<file path="config.mk">
export PLATFORM = sky130hd
export DESIGN_NAME = lcd_bus_sequencer
export DESIGN_NICKNAME = d
export VERILOG_FILES = /design/src/rtl/lcd_seq_pkg.sv /design/src/rtl/lcd_bus_sequencer_timer.sv /design/src/rtl/lcd_bus_sequencer.sv
export SDC_FILE = /design/constraint.sdc
export NUM_CORES = 1
export LEC_CHECK = 0
export CORE_MARGIN = 4
export CORE_UTILIZATION = 55
export CTS_CLUSTER_DIAMETER = 150
export DETAILED_ROUTE_END_ITERATION = 10
export PLACE_DENSITY = 0.79
export RECOVER_POWER = 100
export SLEW_MARGIN = 20
export SYNTH_ARGS = -nofsm -noshare
export SYNTH_HDL_FRONTEND = slang
export SYNTH_HIERARCHICAL = 1
export SYNTH_SLANG_ARGS = --single-unit
</file>
<file path="constraint.sdc">
create_clock -name clk -period 3.7 [get_ports clk]
set_input_delay 0.37 -clock clk [delete_from_list [all_inputs] [get_ports clk]]
set_output_delay 0.37 -clock clk [all_outputs]
set_load 0.01 [all_outputs]
</file>
<file path="src/rtl/lcd_seq_pkg.sv">
// lcd_bus_sequencer shared types and HD44780 constants.
// State encoding, init ROM and command classification.
package lcd_seq_pkg;

    typedef enum logic [2:0] {
        INIT_WAIT,
        INIT_LOAD,
        IDLE,
        SETUP,
        PULSE,
        HOLD,
        EXEC
    } state_t;

    localparam logic [7:0] FUNC_SET_8BIT_2L = 8'h38;
    localparam logic [7:0] DISP_ON          = 8'h0C;
    localparam logic [7:0] CLEAR            = 8'h01;
    localparam logic [7:0] ENTRY_INC        = 8'h06;

    localparam logic [2:0] INIT_LEN = 3'd4;

    function automatic logic [7:0] init_rom(input logic [1:0] idx);
        logic [7:0] b;
        case (idx)
            2'd0:    b = FUNC_SET_8BIT_2L;
            2'd1:    b = DISP_ON;
            2'd2:    b = CLEAR;
            default: b = ENTRY_INC;
        endcase
        return b;
    endfunction

    // Clear (0x01) and home (0x02/0x03) need the long execution wait.
    function automatic logic is_long_cmd(input logic rs,
                                         input logic [7:0] data);
        return !rs && (data[7:2] == 6'd0);
    endfunction

endpackage

</file>
<file path="src/rtl/lcd_bus_sequencer_timer.sv">
// lcd_delay_timer: single down-counter shared by all states.
// Loaded with N-1 on state entry; done while it reads zero.
module lcd_delay_timer #(
    parameter int W = 21
) (
    input  logic         clk,
    input  logic         load,
    input  logic [W-1:0] load_val,
    output logic         done
);

    logic [W-1:0] cnt;

    // Load on request, otherwise count down and stick at zero.
    always_ff @(posedge clk) begin
        if (load) begin
            cnt <= load_val;
        end else if (cnt != '0) begin
            cnt <= cnt - 1'b1;
        end
    end

    assign done = (cnt == '0);

endmodule

</file>
<file path="src/rtl/lcd_bus_sequencer.sv">
// lcd_bus_sequencer: HD44780 bus timing and power-on init.
// Accepts instruction/data bytes over valid/ready.
module lcd_bus_sequencer
    import lcd_seq_pkg::*;
#(
    parameter int CLK_HZ    = 50_000_000,
    parameter int SETUP_CYC = 4,
    parameter int EN_CYC    = 25,
    parameter int HOLD_CYC  = 4,
    parameter int SHORT_CYC = 2_500,
    parameter int LONG_CYC  = 100_000,
    parameter int INIT_CYC  = 1_000_000
) (
    input  logic       clk,
    input  logic       reset,
    input  logic       req_valid,
    output logic       req_ready,
    input  logic       req_rs,
    input  logic [7:0] req_data,
    input  logic       backlight,
    output logic       init_done,
    output logic [7:0] lcd_data,
    output logic       lcd_en,
    output logic       lcd_rs,
    output logic       lcd_rw,
    output logic       lcd_on,
    output logic       lcd_blon
);

    localparam int MAX_A = (SETUP_CYC > EN_CYC) ? SETUP_CYC : EN_CYC;
    localparam int MAX_B = (HOLD_CYC > SHORT_CYC) ? HOLD_CYC : SHORT_CYC;
    localparam int MAX_C = (LONG_CYC > INIT_CYC) ? LONG_CYC : INIT_CYC;
    localparam int MAX_D = (MAX_A > MAX_B) ? MAX_A : MAX_B;
    localparam int MAX_CYC = (MAX_C > MAX_D) ? MAX_C : MAX_D;
    localparam int CW = $clog2(MAX_CYC) + 1;

    // A zero-length phase behaves as one cycle.
    localparam logic [CW-1:0] SETUP_LD =
        CW'((SETUP_CYC > 0) ? SETUP_CYC - 1 : 0);
    localparam logic [CW-1:0] EN_LD =
        CW'((EN_CYC > 0) ? EN_CYC - 1 : 0);
    localparam logic [CW-1:0] HOLD_LD =
        CW'((HOLD_CYC > 0) ? HOLD_CYC - 1 : 0);
    localparam logic [CW-1:0] SHORT_LD =
        CW'((SHORT_CYC > 0) ? SHORT_CYC - 1 : 0);
    localparam logic [CW-1:0] LONG_LD =
        CW'((LONG_CYC > 0) ? LONG_CYC - 1 : 0);
    localparam logic [CW-1:0] INIT_LD =
        CW'((INIT_CYC > 0) ? INIT_CYC - 1 : 0);

    state_t        state_q, state_d;
    logic [2:0]    idx_q;
    logic          step_load;
    logic [CW-1:0] step_val;
    logic          tmr_load;
    logic [CW-1:0] tmr_val;
    logic          tmr_done;
    logic          accept;
    logic          init_load;
    logic          finish_init;

    assign tmr_load = reset | step_load;
    assign tmr_val  = reset ? INIT_LD : step_val;

    lcd_delay_timer #(.W(CW)) u_timer (
        .clk      (clk),
        .load     (tmr_load),
        .load_val (tmr_val),
        .done     (tmr_done)
    );

    assign req_ready = (state_q == IDLE) && init_done;
    assign lcd_rw    = 1'b0 && (CLK_HZ > 0);

    // State register.
    always_ff @(posedge clk) begin
        if (reset) begin
            state_q <= INIT_WAIT;
        end else begin
            state_q <= state_d;
        end
    end

    // Next state, timer reloads and datapath strobes.
    always_comb begin
        state_d     = state_q;
        step_load   = 1'b0;
        step_val    = '0;
        accept      = 1'b0;
        init_load   = 1'b0;
        finish_init = 1'b0;
        unique case (state_q)
            INIT_WAIT: begin
                if (tmr_done) state_d = INIT_LOAD;
            end
            INIT_LOAD: begin
                init_load = 1'b1;
                state_d   = SETUP;
                step_load = 1'b1;
                step_val  = SETUP_LD;
            end
            IDLE: begin
                if (req_valid && init_done) begin
                    accept    = 1'b1;
                    state_d   = SETUP;
                    step_load = 1'b1;
                    step_val  = SETUP_LD;
                end
            end
            SETUP: begin
                if (tmr_done) begin
                    state_d   = PULSE;
                    step_load = 1'b1;
                    step_val  = EN_LD;
                end
            end
            PULSE: begin
                if (tmr_done) begin
                    state_d   = HOLD;
                    step_load = 1'b1;
                    step_val  = HOLD_LD;
                end
            end
            HOLD: begin
                if (tmr_done) begin
                    state_d   = EXEC;
                    step_load = 1'b1;
                    step_val  = is_long_cmd(lcd_rs, lcd_data)
                              ? LONG_LD : SHORT_LD;
                end
            end
            EXEC: begin
                if (tmr_done) begin
                    if (init_done) begin
                        state_d = IDLE;
                    end else if (idx_q == INIT_LEN) begin
                        state_d     = IDLE;
                        finish_init = 1'b1;
                    end else begin
                        state_d = INIT_LOAD;
                    end
                end
            end
            default: state_d = INIT_WAIT;
        endcase
    end

    // Registered pin drivers, byte latch and init progress.
    always_ff @(posedge clk) begin
        if (reset) begin
            lcd_en    <= 1'b0;
            lcd_rs    <= 1'b0;
            lcd_data  <= 8'h00;
            lcd_on    <= 1'b0;
            lcd_blon  <= 1'b0;
            init_done <= 1'b0;
            idx_q     <= 3'd0;
        end else begin
            lcd_on   <= 1'b1;
            lcd_blon <= backlight & lcd_on;
            lcd_en   <= (state_d == PULSE);
            if (accept) begin
                lcd_rs   <= req_rs;
                lcd_data <= req_data;
            end else if (init_load) begin
                lcd_rs   <= 1'b0;
                lcd_data <= init_rom(idx_q[1:0]);
                idx_q    <= idx_q + 3'd1;
            end
            if (finish_init) init_done <= 1'b1;
        end
    end

endmodule

</file>
Word-level counts from Yosys, hierarchy flattened
Index checks and enable logic that the tools add are counted.
{"block": "totals", "register_bits": 40, "input_bits": 13, "out_inout_bits": 15, "word_cells": 70}
{"block": "classes", "n_addsub": 2, "eq_ne": 10, "n_mux": 33, "bitwise": 3, "reduce_logical": 13}
{"operator": "one-hot mux 17 bit (5 select lines)", "count": 1}
{"operator": "two-way mux 21 bit", "count": 3}
{"operator": "two-way mux 17 bit", "count": 2}
{"operator": "logical NOT 21 bit", "count": 1}
{"operator": "one-hot mux 3 bit (7 select lines)", "count": 1}
{"operator": "nonzero test 21 bit", "count": 1}
{"operator": "subtractor 21 x 1 -> 21 bit (second input constant)", "count": 1}
{"operator": "two-way mux 3 bit", "count": 6}
{"operator": "one-hot mux 6 bit (3 select lines)", "count": 1}
{"operator": "two-way mux 8 bit", "count": 2}
{"operator": "equality test 3 bit (second input constant)", "count": 5}
{"operator": "two-way mux 1 bit", "count": 11}
{"operator": "two-way mux 2 bit", "count": 4}
{"operator": "equality test 3 x 2 -> 1 bit (second input constant)", "count": 2}
{"operator": "logical NOT 6 bit", "count": 1}
{"operator": "two-way mux 5 bit", "count": 1}
{"operator": "nonzero test 2 bit", "count": 2}
{"operator": "adder 3 x 1 -> 3 bit (second input constant)", "count": 1}
{"operator": "equality test 3 x 1 -> 1 bit (second input constant)", "count": 1}
{"operator": "logical AND 1 bit", "count": 3}
{"operator": "logical NOT 3 bit", "count": 1}
{"operator": "one-hot mux 1 bit (3 select lines)", "count": 1}
{"operator": "OR reduction 3 bit", "count": 1}
{"operator": "equality test 2 x 1 -> 1 bit (second input constant)", "count": 1}
{"operator": "other kinds (7)", "count": 7}

Longest topological paths before layout
{"block": "depth", "depth_word": 7, "mapped_depth": 11, "ltp_nobuf": 9}

Hierarchy
Netlist, hierarchy kept.
{"module": "lcd_delay_timer", "n_inst": 1, "cells_per_inst": 130, "area_each_um2": 1273.7, "seq_area_each_um2": 630.6}
{"module": "lcd_bus_sequencer", "n_inst": 1, "cells_per_inst": 125, "area_each_um2": 1014.7, "seq_area_each_um2": 380.4}

Least setup slack after synthesis
No wires, ideal clock.
{"block": "synth_path", "path_type": "register to register", "start": "reg u_timer.cnt[14]", "end": "reg u_timer.cnt[0] (enable)", "setup_ns": 0.378, "t_arrival_ns": 3.020, "required_ns": 3.322, "setup_slack_ns": 0.302, "path_stages_with_launch": 11, "n_path_buf": 3, "period_less_slack_ns": 3.398, "cell_sequence": "edfxtp_1 or4_1 buf_2 or3_4 nor3_1 clkbuf_1 o21ai_0 nand3_1 inv_1 clkbuf_1 nand2_1"}
{"block": "synth_via", "elab_chain_cells": 5, "word_cells_on_any_way": 6}
{"item": "from (decl)", "line_no": "lcd_bus_sequencer_timer.sv:12", "source": "logic [W-1:0] cnt;"}
{"item": "from (signal assigned)", "line_no": "lcd_bus_sequencer_timer.sv:17", "source": "cnt <= load_val;"}
{"item": "from (signal assigned)", "line_no": "lcd_bus_sequencer_timer.sv:19", "source": "cnt <= cnt - 1'b1;"}
{"item": "logical NOT 21 bit", "line_no": "lcd_bus_sequencer_timer.sv:23", "source": "assign done = (cnt == '0);"}
{"item": "via tmr_done", "line_no": "lcd_bus_sequencer.sv:57", "source": "logic tmr_done;"}
{"item": "two-way mux 1 bit", "line_no": "lcd_bus_sequencer.sv:111, lcd_bus_sequencer.sv:118, lcd_bus_sequencer.sv:125"}
{"item": "one-hot mux 1 bit (3 select lines)", "line_no": "lcd_bus_sequencer.sv:92", "source": "unique case (state_q)"}
{"item": "bitwise OR 1 bit", "line_no": "lcd_bus_sequencer.sv:62", "source": "assign tmr_load = reset | step_load;"}
{"item": "via tmr_load", "line_no": "lcd_bus_sequencer.sv:55", "source": "logic tmr_load;"}
{"item": "nonzero test 2 bit (no line)"}
The timed path passes the listed nets, and every way through them passes these cells.
A chain may end at the register's enable or synchronous reset.

Worst setup path in the final report
{"block": "layout_path", "start": "reg u_timer.cnt[15]", "end": "reg u_timer.cnt[2] (enable)"}
The elaborated chain is that of the path after synthesis.

==> impl_metrics.ini <==
[power_and_ir_drop]
p_leak_nw = 0.962
max-vdd-ir-drop_mv = 0.261
total_power_mw = 1.01
power_density_nw_per_um2 = 376

[logic_synthesis]
syn_area_um2 = 2290
synth_top_cells_by_area = edfxtp_1, dfxtp_1, o21ai_0, nand2_1, ha_1
synth_top_cell_by_area = edfxtp_1
avgSynthCellArea_um2 = 8.97
yosys.cell_types.count = 48
yosys.area.top_type_share_pct = 27.6
synth_edf_count = 21
synth_seq_cells = 40
ys.flop_type = edfxtp_1
syn_inst = 255
synth_seq_area_share_pct = 44.2
async_reset_ff_share_pct = 0
yosys_warnings = 6

[timing]
slew_violations = 0
fin_worst_skew_ns = 0.0116
tightest_slew_ns = 1.12
hold_viol = 0
tns_ns = 0
finalCriticalPeriod_ns = 3.26
setup_ws_ns = 0.436
rsz0062_at_grt = false
holdWs_ns = 0.490
slew_headroom_pct = 25.6
fmax_mhz = 306
finalCritPeriodShare_pct = 88.2
setup_viol = 0

[placement]
routabilityCongestion = 0.802
hpwl_um = 3590
portBuffers = 26
placed_area_um2 = 2610
dp_cells = 326
preCtsSetupSlack_ns = 0.525

[global_routing]
overflow = 0
grt_pass1_wl_um = 8110
grt_usage_pct = 19.6
grt_pass1_vias = 1759
antenna_found_initial = 0
grt_max_degree = 28

[cts]
clk_pin_slew_ns = 0.09
h-tree-depth = 2
cts_setup_buffers = 0
clock_path_buffers = 2
cts_tree = built
root_buffer = clkbuf_8
postCtsResizedCells = 0
clkSinkCount = 40
cts_buffers = 5
cts_hold_buf = 0
clk_latency_ns = 0.29

[critical_path]
worstSetupStartpointType = flop
crit_fanout = 12
arrival_ns = 3.23
worstSetupEndpointType = flop
required_ns = 3.67
slowest_stage = or4_1
path_cells = or4_1, or3_1, nor3_1, o21ai_0, nand3_1, inv_1, nand2_1, clkbuf_2
max_stage_delay_ns = 0.64
crit_type = flop to flop

[drt]
viasPerCell = 5.69
ant_nets = 0
drt-pass1-iter-count = 4
drc = 0
drtIter0Drc = 115
routed_wl_um = 4900
via_count = 1902
avgRoutedWirePerCell_um = 14.7

[layout]
diodes = 0
areaGrowthSynthToFinish_pct = 17.8
nets = 303
multi_input_comb_area_um2 = 1170
instances_no_fill = 334
drive_gt1_share_pct = 6.34
layout_commonest_cell = nand2_1
final_util_pct = 67.4
layout_common_cells = nand2_1, o21ai_0, edfxtp_1
seq_area_um2 = 1010
design_area_um2 = 2700
fillCellCount = 342

[floorplanning]
initial_core_util_pct = 57.2
fp.dieW_um = 72.5
placementRows = 23
die_y_um = 72.5
pin_count = 28
dieArea_um2 = 5260
coreArea_um2 = 4000

[status]
status = finished clean

[worst_hold_path]
hold_path.class = flop to flop

[run]
maxCapViolations = 0
## synthesized netlist by cell type, types with 3 or more instances
library cell  number
nand2_1           32
o21ai_0           24
edfxtp_1          21
dfxtp_1           19
nor2_1            17
a21oi_1           14
nor3_1            11
clkbuf_1           9
nand3_1            9
inv_1              8
xor2_1             8
ha_1               7
o211ai_1           6
xnor2_1            6
a31oi_1            5
buf_2              4
nand4_1            4
nor2b_1            4
nor4_1             4
or3_1              4
or4_1              4
o31ai_1            3
## critical path, delay by kind of cell (launching register included)
family	cells	cell delay [ns]
buffers and inverters	2	0.50
AND/OR/NAND/NOR	5	1.84
flip-flops	1	0.43
AO/OA/AOI/OAI	1	0.17
## cells by family (layout without fill, tap and decap cells)
family | after synthesis | count (layout) | share of synthesized area [%]
flip-flops | 40 | 40 | 44.2
adder cells (fa/ha/maj) | 7 | 7 | 3.83
multiplexers | 2 | 2 | 0.929
AND/OR/NAND/NOR | 105 | 105 | 24.7
AO/OA/AOI/OAI | 61 | 61 | 16.2
XOR/XNOR | 14 | 14 | 5.36
other | 1 | 4 | 0.164
buffers and inverters | 25 | 51 | 4.65
## routing by layer
metal	vias up	track usage (%)	wire [um]	share of wire, %
met5	-	0	0	0
met4	0	4.30	39	0.80
met3	4	4.57	138	2.8
met2	32	31.0	2370	48
met1	888	27.4	2350	48
li1	978	-	-	-
## final cells by class
cell class / count / share of cell area [%]
clock buffer: 5 / 2.55
clock inverter: 3 / 1.67
inverter: 10 / 1.39
multi-input combinational: 193 / 43.4
sequential: 40 / 37.5
tap: 50 / 2.32
timing repair buffer: 33 / 11.1
## state kept, by name, summed over array words and instances, names as in the netlist, 3 cells and up
signal       cells
lcd_data         8
state_q          3
u_timer/cnt     21
idx_q            3
## power breakdown
part | total, mW | internal (mW) | switching, mW
Clock | 0.360 | 0.204 | 0.156
Sequential | 0.527 | 0.498 | 0.0289
Combinational | 0.126 | 0.0575 | 0.0682
Total | 1.01 | 0.759 | 0.253
## worst paths after layout
check | start | slack [ns] | cells past startpoint | endpoint
worst max-delay path | u_timer/cnt[15]$_DFFE_PP_ | 0.44 | 8 | u_timer/cnt[2]$_DFFE_PP_
worst min-delay path | lcd_on$_DFF_P_ | 0.49 | 1 | lcd_blon$_SDFF_PP0_
worst max register to register | u_timer/cnt[15]$_DFFE_PP_ | 0.44 | 8 | u_timer/cnt[2]$_DFFE_PP_
worst min register to register | lcd_on$_DFF_P_ | 0.49 | 1 | lcd_blon$_SDFF_PP0_
Power figures use the tool's default switching activity.
